--- src/rtl/dadda_mult_pipe.sv ---
// dadda_mult_pipe: parametrised three-stage pipelined Dadda-tree multiplier.
// Each beat is multiplied either unsigned or two's-complement (Baugh-Wooley),
// with an opaque tag carried alongside the product. A single global enable
// stalls every stage together; stages do not collapse bubbles.
`timescale 1ns/1ps

module dadda_mult_pipe #(
    parameter int WIDTH = 8,
    parameter int TAG_W = 4
) (
    input  logic                 clk,
    input  logic                 rst_n,
    input  logic                 in_valid,
    output logic                 in_ready,
    input  logic [WIDTH-1:0]     in_a,
    input  logic [WIDTH-1:0]     in_b,
    input  logic                 in_signed,
    input  logic [TAG_W-1:0]     in_tag,
    output logic                 out_valid,
    input  logic                 out_ready,
    output logic [2*WIDTH-1:0]   out_product,
    output logic [TAG_W-1:0]     out_tag
);

    // Product width; every column of the bit matrix maps to one product bit.
    localparam int PW   = 2 * WIDTH;
    // Tallest column is WIDTH bits (partial products plus the Baugh-Wooley
    // constant); one spare slot keeps the matrix indexing in range.
    localparam int MAXH = WIDTH + 1;

    // Dadda height target for reduction stage j: 2, 3, 4, 6, 9, 13, ...
    function automatic int dadda_target(input int j);
        int d;
        d = 2;
        for (int k = 0; k < 32; k++) begin
            if (k < j) begin
                d = (d * 3) / 2;
            end
        end
        return d;
    endfunction

    // Number of reduction stages needed to bring height WIDTH down to 2.
    function automatic int dadda_stages(input int w);
        int d;
        int n;
        d = 2;
        n = 0;
        for (int k = 0; k < 32; k++) begin
            if (d < w) begin
                n = n + 1;
                d = (d * 3) / 2;
            end
        end
        return n;
    endfunction

    localparam int NSTG = dadda_stages(WIDTH);

    // Global pipeline enable: advance whenever the output slot is free or
    // being consumed this cycle.
    logic             w_en;

    logic             r_s1_valid;
    logic [WIDTH-1:0] r_s1_a;
    logic [WIDTH-1:0] r_s1_b;
    logic             r_s1_signed;
    logic [TAG_W-1:0] r_s1_tag;

    logic [PW-1:0]    w_row0;
    logic [PW-1:0]    w_row1;

    logic             r_s2_valid;
    logic [PW-1:0]    r_s2_row0;
    logic [PW-1:0]    r_s2_row1;
    logic [TAG_W-1:0] r_s2_tag;

    logic             r_out_valid;
    logic [PW-1:0]    r_out_product;
    logic [TAG_W-1:0] r_out_tag;

    assign w_en        = !r_out_valid || out_ready;
    assign in_ready    = w_en;
    assign out_valid   = r_out_valid;
    assign out_product = r_out_product;
    assign out_tag     = r_out_tag;

    // Stage 1: capture operands, mode and tag of an accepted beat.
    // NOTE: state is updated with non-blocking assignments, and the data
    // registers are reset too so outputs are a known 0 straight out of reset.
    always_ff @(posedge clk or negedge rst_n) begin
        if (!rst_n) begin
            r_s1_valid  <= 1'b0;
            r_s1_a      <= '0;
            r_s1_b      <= '0;
            r_s1_signed <= 1'b0;
            r_s1_tag    <= '0;
        end else if (w_en) begin
            r_s1_valid <= in_valid;
            if (in_valid) begin
                r_s1_a      <= in_a;
                r_s1_b      <= in_b;
                r_s1_signed <= in_signed;
                r_s1_tag    <= in_tag;
            end
        end
    end

    // Partial-product matrix and Dadda reduction down to two rows.
    // NOTE: every variable is given a full default before use so this block
    // stays purely combinational (no latches).
    always_comb begin : p_dadda
        logic [PW-1:0][MAXH-1:0] cur;
        logic [PW-1:0][MAXH-1:0] nxt;
        int                      cnt  [PW];
        int                      ncnt [PW];
        int                      d;
        int                      idx;
        int                      rem;
        logic                    inv;
        logic                    x;
        logic                    y;
        logic                    z;
        logic                    sm;
        logic                    cy;
        logic                    act;

        cur    = '0;
        nxt    = '0;
        d      = 0;
        idx    = 0;
        rem    = 0;
        inv    = 1'b0;
        x      = 1'b0;
        y      = 1'b0;
        z      = 1'b0;
        sm     = 1'b0;
        cy     = 1'b0;
        act    = 1'b0;
        w_row0 = '0;
        w_row1 = '0;
        for (int c = 0; c < PW; c++) begin
            cnt[c]  = 0;
            ncnt[c] = 0;
        end

        // Partial products. In signed mode the terms pairing exactly one
        // sign bit are inverted and constant ones are added at columns WIDTH
        // and 2*WIDTH-1 (modified Baugh-Wooley); carries past the top column
        // fall away, which is the intended truncation.
        for (int i = 0; i < WIDTH; i++) begin
            for (int j = 0; j < WIDTH; j++) begin
                inv = r_s1_signed & ((i == WIDTH - 1) ^ (j == WIDTH - 1));
                cur[i+j][cnt[i+j]] = (r_s1_a[i] & r_s1_b[j]) ^ inv;
                cnt[i+j] = cnt[i+j] + 1;
            end
        end
        cur[WIDTH][cnt[WIDTH]] = r_s1_signed;
        cnt[WIDTH] = cnt[WIDTH] + 1;
        cur[PW-1][cnt[PW-1]] = r_s1_signed;
        cnt[PW-1] = cnt[PW-1] + 1;

        // Reduction stages, tallest target first. Within a column, bits are
        // compressed only while the new column (carries in + sums so far +
        // untouched bits) would still exceed the target: half adder when one
        // bit too tall, full adder otherwise.
        for (int s = NSTG - 1; s >= 0; s--) begin
            d   = dadda_target(s);
            nxt = '0;
            for (int c = 0; c < PW; c++) begin
                ncnt[c] = 0;
            end
            for (int c = 0; c < PW; c++) begin
                idx = 0;
                for (int k = 0; k < MAXH; k++) begin
                    rem = cnt[c] - idx;
                    act = 1'b0;
                    if (rem + ncnt[c] > d) begin
                        if (rem >= 3 && rem + ncnt[c] > d + 1) begin
                            x   = cur[c][idx];
                            y   = cur[c][idx+1];
                            z   = cur[c][idx+2];
                            sm  = x ^ y ^ z;
                            cy  = (x & y) | (x & z) | (y & z);
                            idx = idx + 3;
                            act = 1'b1;
                        end else if (rem >= 2) begin
                            x   = cur[c][idx];
                            y   = cur[c][idx+1];
                            sm  = x ^ y;
                            cy  = x & y;
                            idx = idx + 2;
                            act = 1'b1;
                        end
                    end
                    if (act) begin
                        nxt[c][ncnt[c]] = sm;
                        ncnt[c] = ncnt[c] + 1;
                        if (c + 1 < PW) begin
                            nxt[c+1][ncnt[c+1]] = cy;
                            ncnt[c+1] = ncnt[c+1] + 1;
                        end
                    end
                end
                // Bits not consumed by an adder pass straight through.
                for (int k = 0; k < MAXH; k++) begin
                    if (k >= idx && k < cnt[c]) begin
                        nxt[c][ncnt[c]] = cur[c][k];
                        ncnt[c] = ncnt[c] + 1;
                    end
                end
            end
            cur = nxt;
            for (int c = 0; c < PW; c++) begin
                cnt[c] = ncnt[c];
            end
        end

        // Unused slots were cleared, so slots 0/1 are the two final rows.
        for (int c = 0; c < PW; c++) begin
            w_row0[c] = cur[c][0];
            w_row1[c] = cur[c][1];
        end
    end

    // Stage 2: register the two reduced rows and the tag.
    always_ff @(posedge clk or negedge rst_n) begin
        if (!rst_n) begin
            r_s2_valid <= 1'b0;
            r_s2_row0  <= '0;
            r_s2_row1  <= '0;
            r_s2_tag   <= '0;
        end else if (w_en) begin
            r_s2_valid <= r_s1_valid;
            if (r_s1_valid) begin
                r_s2_row0 <= w_row0;
                r_s2_row1 <= w_row1;
                r_s2_tag  <= r_s1_tag;
            end
        end
    end

    // Stage 3: carry-propagate add of the two rows, truncated to 2*WIDTH.
    always_ff @(posedge clk or negedge rst_n) begin
        if (!rst_n) begin
            r_out_valid   <= 1'b0;
            r_out_product <= '0;
            r_out_tag     <= '0;
        end else if (w_en) begin
            r_out_valid <= r_s2_valid;
            if (r_s2_valid) begin
                r_out_product <= r_s2_row0 + r_s2_row1;
                r_out_tag     <= r_s2_tag;
            end
        end
    end

endmodule

--- config.mk ---
export PLATFORM = sky130hd
export DESIGN_NAME = dadda_mult_pipe
export DESIGN_NICKNAME = d
export VERILOG_FILES = /design/src/rtl/dadda_mult_pipe.sv
export SDC_FILE = /design/constraint.sdc
export NUM_CORES = 1
export LEC_CHECK = 0
export BUFFER_PORTS_ARGS = -buffer_cell sky130_fd_sc_hd__buf_2
export CORE_MARGIN = 3
export CORE_UTILIZATION = 57
export DETAILED_ROUTE_END_ITERATION = 16
export PLACE_DENSITY = 0.82
export SLEW_MARGIN = 20
export SYNTH_ARGS = -nofsm -noshare
export SYNTH_HDL_FRONTEND = slang
export SYNTH_SLANG_ARGS = --single-unit
--- constraint.sdc ---
create_clock -name clk -period 3.9 [get_ports clk]
set_input_delay 0.78 -clock clk [delete_from_list [all_inputs] [get_ports clk]]
set_output_delay 0.78 -clock clk [all_outputs]
set_load 0.02 [all_outputs]
---- After elaboration in Yosys (flattened, before gate mapping) ----
Cells that the tools add are included.
cells by class
  $add $sub $neg .......................... 1
  bitwise logic cells ..................... 342
  reduce and logical (&&, ||, !) cells .... 5
operators with widths
  cell                                       count
  1-bit AND                                  178
  1-bit XOR                                  92
  1-bit bitwise OR                           72
  16-bit by 15-bit adder with 16-bit output  1
  2-bit AND reduction                        3
  1-bit logical NOT                          1
  1-bit logical OR                           1
storage, ports and cells
  register bits after elaboration ......... 78
  input bits .............................. 25
  logic and storage cells ................. 360

---- Logic depth before layout (Yosys ltp) ----
Gate-level depths: netlist of the first run.
  depth in word-level cells ............... 14
  depth in mapped cells ................... 10
  gate-level depth less buffers ........... 9

---- Least setup slack after synthesis of the first run ----
Ideal clock, no wire load.
  path type ............................... reg2reg
  start point ............................. register r_s1_signed
  end point ............................... register r_s2_row1[7]
  setup time .............................. 125 ps
  data arrival time ....................... 3225 ps
  path slack .............................. 551 ps
  cell stages (with the launch flop) ...... 11
  period minus slack after synthesis ...... 3349 ps
  path through ............................ dfrtp_1 -> clkbuf_1 -> buf_2 -> xnor2_1 -> fa_1 -> fa_1 -> inv_1 -> fa_1 -> inv_1 -> fa_1 -> mux2_2
RTL lines
  what                      line  text
  start: declaration        67    logic r_s1_signed;
  start signal: assignment  103   r_s1_signed <= in_signed;
  end signal: assignment    237   r_s2_row1 <= w_row1;
  end: declaration          75    logic [PW-1:0] r_s2_row1;

==> run metrics, run 1 <==
CP max FO 9; DRT iter0 DRCs 129; GPL Wtd Cong 0.860; htree depth 3; Max clock buf depth 2; cell mode on critical path fa_1; Worst EP arrival approximately 3400 ps; initial antenna violation count 0; CP max stage cell fa_1; Clock transition at path regs ~80 ps; Crit. End Element register; transition time at the pin with the least slew margin between 900 and 1000 ps; Setup Fix Bufs, Post-CTS 0; post-route setup TNS 0 ps; via count ~3400; HP Start r_s2_tag[1]$_DFFE_PN0P_; Area Growth Syn to Fin 9.53%; Period minus WS final 3170 ps; DP Wirelength around 7.3 mm; synthesized flop and latch total between 70 and 80; Die Wd between 90 and 100 um; most frequent cells in the layout 80 x nand2_1, 78 x dfrtp_1, 48 x mux2_2; first-pass GRT wire length approximately 16 mm; final setup fails 0; DIE HEIGHT slightly below 100 um; top cell type's share of synthesized area 0.392; Synth area leader dfrtp_1; maximum VDD drop 0.000472 V; syn_area_per_cell 10.7 um^2; antenna-violating nets left 0; post-synthesis cell type count just over 40; Ys Warns 0; worst skew pair latency between 300 and 400 ps; Initial Utilization 0.597; n_diodes 0; LEAKAGE 2.63 nW; share of layout cells above drive strength 1 0.240; fillcell total 637; Die Area between 9000 and 10000 um^2; syn nets about 550; critical path class reg -> reg; Critical Path Source Type register; io pins 47; IO Port Bufs between 40 and 50; critical path's largest stage delay about 550 ps; TritonRoute pass-1 iters 4; Tcrit/Tclk final 0.813; count of final hold-check violations 0; Slew Viols, Final 0; root buffer cell clkbuf_8; Placeable Area ~8300 um^2; sequential element share of the synthesized area 0.392; Num CTS Buffers 9; worst-path cell chain nand2_1 > xnor2_1 > fa_1 > inv_1 > fa_1 > fa_1 > inv_1 > fa_1 > mux2_2; Num Clock Sinks 78; cells after synthesis roughly 470; Overall Global Routing Usage 0.211; Avg WL per Cell around 16 um; f_max between 300 and 400 MHz; worst hold path type reg -> reg; PwrDens roughly 920 nW/um^2; register area slightly below 2000 um^2; site row count 33; CTS tree built; mapped cell area around 5000 um^2; critical register-to-register path startpoint r_s1_a[2]$_DFFE_PN0P_; Critical Path RT approximately 4100 ps; max-cap violations 0; Synth area leaders dfrtp_1 39%, fa_1 14%, mux2_2 11%; number of global-route vias before repair between 3000 and 4000; Setup crit start r_s1_a[2]$_DFFE_PN0P_; hold slack around 460 ps; post-CTS sizing 0; status complete, no violations; Total Nets Final 584; unrepaired setup endpoints after global routing false; residual DRC count 0; hold_buf cts 0; Via-to-Cell Ratio about 5.5; Routed Wire Length roughly 9.6 mm; clock skew about 9.1 ps; Slew HR 0.363; largest net degree at the start of global routing a little under 80; grt ovf 0; leading cell type in the layout, fill and taps excluded nand2_1; multi-input logic area roughly 2800 um^2
[cell usage after synthesis]
library cell	number
a211oi_1	2
a211oi_2	1
clkbuf_1	12
xnor2_1	10
nand3_1	4
and3_2	1
buf_2	9
or2_2	1
mux2_2	48
and2_1	28
a21oi_2	2
nand2b_1	4
buf_6	1
nor4_1	2
o21bai_1	1
o311ai_0	1
o21ai_1	3
inv_1	38
and3_1	3
a21oi_4	1
nor2_1	8
a221o_1	1
o211ai_1	3
o311ai_1	1
o211a_1	2
o31ai_1	3
nand2_1	81
mux2i_1	5
o31a_1	1
o2111a_1	1
xor2_1	11
a21oi_1	11
a21boi_1	1
a21o_2	3
ha_1	20
o21a_1	3
dfrtp_1	78
a21o_1	2
fa_1	36
nor3_1	5
o21ai_0	18
[critical path: cells and delay by family, from the launching register on]
| family | cells | cell delay [ps] |
|---|---|---|
| fa+ha+maj | 4 | 1940 |
| flops | 1 | 490 |
| mux | 1 | 270 |
| xor+xnor | 1 | 160 |
| simple gates | 1 | 110 |
| buf+inv | 2 | 100 |
[routing by layer]
layer  vias to the layer above  GRT usage  wire length [um]
li1                       1602          -                 -
met1                      1674      0.283              4280
met2                        87      0.342              4650
met3                        13     0.0554               541
met4                         0     0.0567               148
met5                         -          0                 0
[registers in the layout, indices dropped and copies added, names as in the netlist]
register and cells:
r_s1_tag 4, r_s1_b 8, r_s2_row0 16, r_s2_valid 1
out_valid 1, out_product 16, r_s1_a 8, r_s1_valid 1
r_s2_tag 4, out_tag 4, r_s1_signed 1, r_s2_row1 14
[logic make-up (layout without fill, tap and decap cells)]
| kind of cell | count (synthesis) | count (layout) | share of synthesized area |
|---|---|---|---|
| compound gates | 61 | 61 | 0.0829 |
| xor+xnor | 21 | 21 | 0.0369 |
| fa+ha+maj | 56 | 56 | 0.195 |
| buf+inv | 60 | 102 | 0.0490 |
| flops | 78 | 78 | 0.392 |
| mux | 53 | 53 | 0.119 |
| simple gates | 137 | 137 | 0.125 |
[power by group]
part | switching [mW] | internal (mW)
combinational | 1.64 | 1.33
sequential | 0.286 | 1.16
clock | 0.301 | 0.284
[worst paths after layout]
check,slack [ps],cells after the start,end
setup reg to reg,730,9,r_s2_row1[9]$_DFFE_PN0P_
hold reg to reg,460,2,out_tag[1]$_DFFE_PN0P_
min in group asynchronous,540,1,out_product[10]$_DFFE_PN0P_
hold / removal,460,2,out_tag[1]$_DFFE_PN0P_
setup / recovery,730,9,r_s2_row1[9]$_DFFE_PN0P_
max in group asynchronous,2710,1,r_s1_valid$_DFFE_PN0N_
[cell type report]
class | count | share of cell area
Clock buffer | 12 | 0.0303
Clock inverter | 4 | 0.00528
Inverter | 38 | 0.0262
Multi-Input combinational cell | 328 | 0.511
Sequential cell | 78 | 0.358
Tap cell | 105 | 0.0241
Timing Repair Buffer | 48 | 0.0454
[per-stage QoR]
step,util,setup WS (ps),power (mW),instance area (um^2),cells
after floorplan,-,551,3.69,4980,466
after global placement,0.630,810,4.23,5260,597
after detailed placement,0.630,728,4.43,5260,597
after CTS,0.653,725,5.04,5450,613
after global routing,0.654,556,5.52,5450,613
final,0.654,728,5.00,5450,613
No activity file was read; power rests on OpenSTA's default activity.
==> run 2: changes to the inputs <==
Clock period 3.9 ns to 3 ns, I/O delays scaled along.
==> run 2 against run 1 <==
  * Critical path depth is the same
  * Combinational power is 41% higher
  * Clock power grew 22%
  * The run now ends with negative setup slack left
  * Fmax grew 4.8%
  * Clock skew up 1.0 ps
  * Sequential power rose by 26%
  * Largest power group unchanged
  * Largest cell class unchanged
  * Flip-flop and latch count stayed put
  * Register-to-register slack worse by 760 ps
  * Final cell count increased by 3.4%
  * Die area is the same
==> run metrics, run 2 (same netlist as run 1, synthesis figures left out) <==
Crit. End Element register; count of final hold-check violations 0; violated checks negative setup slack; worst skew pair latency ~340 ps; Period minus WS final 3030 ps; reg2reg setup slack -30 ps; Critical Path Source Type register; leading cell type in the layout, fill and taps excluded nand2_1; most frequent cells in the layout 78 x nand2_1, 74 x dfrtp_1, 45 x buf_2; R2R depth 9; final setup margin -27.8 ps; CP max stage cell fa_1; initial antenna violation count 0; Buf/Inv on CP 2; Avg WL per Cell roughly 15 um; Setup WS pre-CTS -113 ps; Finished Layout Cells ~630; grt ovf 0; share of layout cells above drive strength 1 0.301; largest net degree at the start of global routing 79; fillcell total just over 600; critical path class reg -> reg; antenna-violating nets left 0; Num Clock Sinks a little under 80; max-cap violations 0; htree depth 3; Clock transition at path regs around 80 ps; Worst EP arrival 3260 ps; Layout Utilization 0.682; critical path's largest stage delay around 550 ps; Tcrit/Tclk final 1.01; CP max FO 4; unrepaired setup endpoints after global routing true; critical register-to-register path startpoint r_s1_b[7]$_DFFE_PN0P_; TritonRoute pass-1 iters 4; hold slack 411 ps; Via-to-Cell Ratio around 5.4; top routing layer used met4; DIE HEIGHT approximately 99 um; io pins 47; GPL Wtd Cong 0.887; IO Port Bufs 46; Total Nets Final between 600 and 700; Critical Path RT about 3200 ps; final setup fails 3; number of global-route vias before repair between 3000 and 4000; reg2reg end r_s2_row1[9]$_DFFE_PN0P_; DRT iter0 DRCs ~190; DP Wirelength about 7.3 mm; Routed Wire Length 9.42 mm; Total Power roughly 6.7 mW; routed length on met3 299 um; Slew HR 0.355; f_max between 300 and 400 MHz; maximum VDD drop ~0.00056 V; site row count 33; root buffer cell clkbuf_8; Area Growth Syn to Fin 14.2%; Initial Utilization 0.597; Overall Global Routing Usage 0.203; worst hold path type in -> async; Max clock buf depth 2; n_diodes 0; via count between 3000 and 4000; LEAKAGE roughly 2.8 nW; first-pass GRT wire length around 16 mm; Die Wd 99.5 um; Setup crit start r_s1_b[7]$_DFFE_PN0P_; clock skew 10.1 ps; Num CTS Buffers 9; met1 WL 4.35 mm; Inst Count DP 616; transition time at the pin with the least slew margin between 900 and 1000 ps; Placeable Area 8340 um^2; CTS tree built; hold_buf cts 0; status finished with violations; Slew Viols, Final 0; kind of cell adding the most delay to the critical path adder cells; DR WL met2 4.64 mm; PwrDens 1180 nW/um^2; residual DRC count 0; worst-path cell chain nand2_2 > xnor2_4 > fa_1 > inv_1 > fa_2 > fa_1 > inv_1 > fa_2 > mux2_4; Die Area 9890 um^2
[run 2: cell count changes in the layout (fill, tap and decap cells not counted), moves of 4 or more]
cell	delta
buf_4	+18
fa_1	-5
fa_2	+5
dfrtp_1	-4
dfrtp_2	+4
mux2_2	-4
mux2_4	+4
[run 2: final cells by class]
cell class                 count  area (um^2)  area share
multi-input combinational    328         2850       0.502
clock buffer                  13          159      0.0279
inverter                      38          143      0.0251
timing repair buffer          69          425      0.0748
sequential                    78         1960       0.344
tap                          105          131      0.0231
clock inverter                 3         18.8     0.00330
[run 2: timing repair]
action                     in CTS  in global routing
pin swaps                       6                  3
gates resized for setup         8                 10
setup endpoints to repair       7                  9
buffers inserted                1                  1
[run 2: how the worst max path moves through the flow]
| stage | endpoint | depth (start not counted) |
|---|---|---|
| floorplan | r_s2_row1[9]$_DFFE_PN0P_ | 10 |
| finish | r_s2_row1[9]$_DFFE_PN0P_ | 9 |
| detailed placement | r_s2_row1[9]$_DFFE_PN0P_ | 9 |
| global route | r_s2_row1[9]$_DFFE_PN0P_ | 9 |
| global placement | r_s2_row1[9]$_DFFE_PN0P_ | 9 |
| CTS | r_s2_row1[8]$_DFFE_PN0P_ | 9 |
[run 2: per-stage QoR]
step           area [um^2]  TNS (ps)
2_1_floorplan         5050      -222
3_3_place_gp          5460     -31.7
3_5_place_dp          5460      -362
4_1_cts               5660      -190
5_1_grt               5690      -423
6_report              5690     -61.0
[run 2: routing by layer]
metal,vias to the layer above,GRT usage
met5,-,0
met4,0,0.0662
met3,13,0.0323
met2,67,0.341
met1,1663,0.272
li1,1649,-
[run 2: power breakdown]
part,switching (mW),total [mW],internal (mW)
combinational,2.23,4.19,1.96
clock,0.368,0.713,0.346
sequential,0.308,1.82,1.51
==> run 3: changes to the inputs <==
Settings changed: RECOVER_POWER set to 100.
==> run 3 against run 2 <==
  * The flow finishes with violations (max-capacitance violations, max-slew violations, negative setup slack)
  * Final cell count unchanged
  * Largest power group unchanged
  * Critical path type unchanged
  * Worst hold slack improved by 64 ps
  * Die area unchanged
  * Clock power about the same
  * Non-clock buffer count unchanged
==> run metrics, run 3 (same netlist as run 1, synthesis figures left out) <==
final setup fails 3; Tcrit/Tclk final 1.01; kind of cell adding the most delay to the critical path adder cells; unrepaired setup endpoints after global routing true; Inst Count DP between 600 and 700; DRT iter0 DRCs between 200 and 250; antenna-violating nets left 0; CP max FO 4; Finished Layout Cells 634; io pins 47; most frequent cells in the layout 78 x nand2_1, 74 x dfrtp_1, 44 x mux2_2; Worst EP arrival around 3300 ps; first-pass GRT wire length 16.0 mm; Slew Viols, Final between 70 and 80; fillcell total 639; DP Wirelength 7.32 mm; TritonRoute pass-1 iters 5; Clock transition at path regs approximately 80 ps; Total Nets Final 605; CTS tree built; post-route setup TNS -60.7 ps; LEAKAGE 2.68 nW; count of final hold-check violations 0; DIE HEIGHT 99.5 um; Max clock buf depth 2; Overall Global Routing Usage 0.203; Initial Utilization 0.597; largest net degree at the start of global routing between 70 and 80; Die Area 9890 um^2; critical path's largest stage delay between 500 and 600 ps; design area about 5600 um^2; Period minus WS final roughly 3000 ps; register area just under 2000 um^2; Die Wd a little under 100 um; maximum VDD drop ~0.00056 V; Critical Path Source Type register; number of global-route vias before repair 3473; status finished with violations; n_diodes 0; IO Port Bufs 46; max-cap violations 1; final setup margin -26.0 ps; Area Growth Syn to Fin 13.1%; Slew HR -0.269; Via-to-Cell Ratio approximately 5.4; PwrDens between 1000 and 1500 nW/um^2; htree depth 3; multi-input logic area ~2800 um^2; residual DRC count 0; CP max stage cell fa_1; share of layout cells above drive strength 1 0.244; Placeable Area roughly 8300 um^2; Num Clock Sinks 78; grt ovf 0; Layout Utilization 0.675; site row count 33; Routed Wire Length ~9.4 mm; Critical Path RT between 3000 and 4000 ps; hold slack about 480 ps; transition time at the pin with the least slew margin approximately 1900 ps; clock skew about 9.4 ps; initial antenna violation count 0; Avg WL per Cell 14.9 um; violated checks max-capacitance violations, max-slew violations, negative setup slack; Crit. End Element register; Num CTS Buffers 9; GPL Wtd Cong ~0.9; hold_buf cts 0; worst skew pair latency 340 ps; f_max roughly 330 MHz; critical path class reg -> reg; Buf/Inv on CP 2; via count around 3400; leading cell type in the layout, fill and taps excluded nand2_1; worst-path cell chain nand2_2 > xnor2_4 > fa_1 > inv_1 > fa_2 > fa_1 > inv_1 > fa_2 > mux2_4; placed instance area between 5000 and 6000 um^2; worst hold path type reg -> reg; root buffer cell clkbuf_8
==> run 3: changes by cell type in the layout (fill, tap and decap cells not counted), moves of 2 or more <==
cell,previous run,this run
buf_4,21,15
clkbuf_1,2,29
buf_2,45,23
and2_0,0,2
and2_1,27,25
==> run 3: repair_timing <==
action	in CTS	in global routing
pin swaps	6	3
gates resized for setup	8	10
setup buffers	1	1
endpoints found under the setup margin	7	9
cloned	0	0
==> run 3: final timing paths <==
| check | startpoint | to | slack (ps) | cells after the start |
|---|---|---|---|---|
| min in group asynchronous | rst_n | out_product[15]$_DFFE_PN0P_ | 780 | 1 |
| worst max-delay path | r_s1_b[7]$_DFFE_PN0P_ | r_s2_row1[9]$_DFFE_PN0P_ | -30 | 9 |
| worst min-delay path | out_product[0]$_DFFE_PN0P_ | out_product[0]$_DFFE_PN0P_ | 480 | 2 |
| worst max register to register | r_s1_b[7]$_DFFE_PN0P_ | r_s2_row1[9]$_DFFE_PN0P_ | -30 | 9 |
| worst min register to register | out_product[0]$_DFFE_PN0P_ | out_product[0]$_DFFE_PN0P_ | 480 | 2 |
| max in group asynchronous | rst_n | r_s1_a[1]$_DFFE_PN0P_ | 960 | 1 |
==> run 3: cell type report <==
class,instances,share of cell area
timing repair buffer,69,0.0669
clock buffer,13,0.0282
sequential,78,0.348
multi-input combinational,328,0.505
inverter,38,0.0253
tap,105,0.0233
clock inverter,3,0.00333
==> run 3: metal layers <==
metal / share of wire / vias to the layer above / track usage
met4: 0.013 / 0 / 0.0662
li1: - / 1647 / -
met1: 0.46 / 1674 / 0.272
met3: 0.042 / 12 / 0.0323
met5: 0 / - / 0
met2: 0.49 / 72 / 0.341
==> run 3: tightest hold or removal path, stage by stage, from the launching register on <==
cell,delay (ps)
dfrtp_1,340
nand2_1,50
nand2_1,60
==> run 3: per-stage QoR <==
stage	worst slack (ps)	power, mW
floorplan	-90.4	4.90
global placement	-31.7	5.70
detailed placement	-113	5.94
CTS	-77.4	6.75
global route	-127	7.35
finish	-26.0	6.65
==> run 3: power by group <==
group	internal, mW	total, mW	switching, mW
clock	0.346	0.716	0.370
sequential	1.51	1.82	0.311
combinational	1.89	4.11	2.22
total	3.75	6.65	2.90
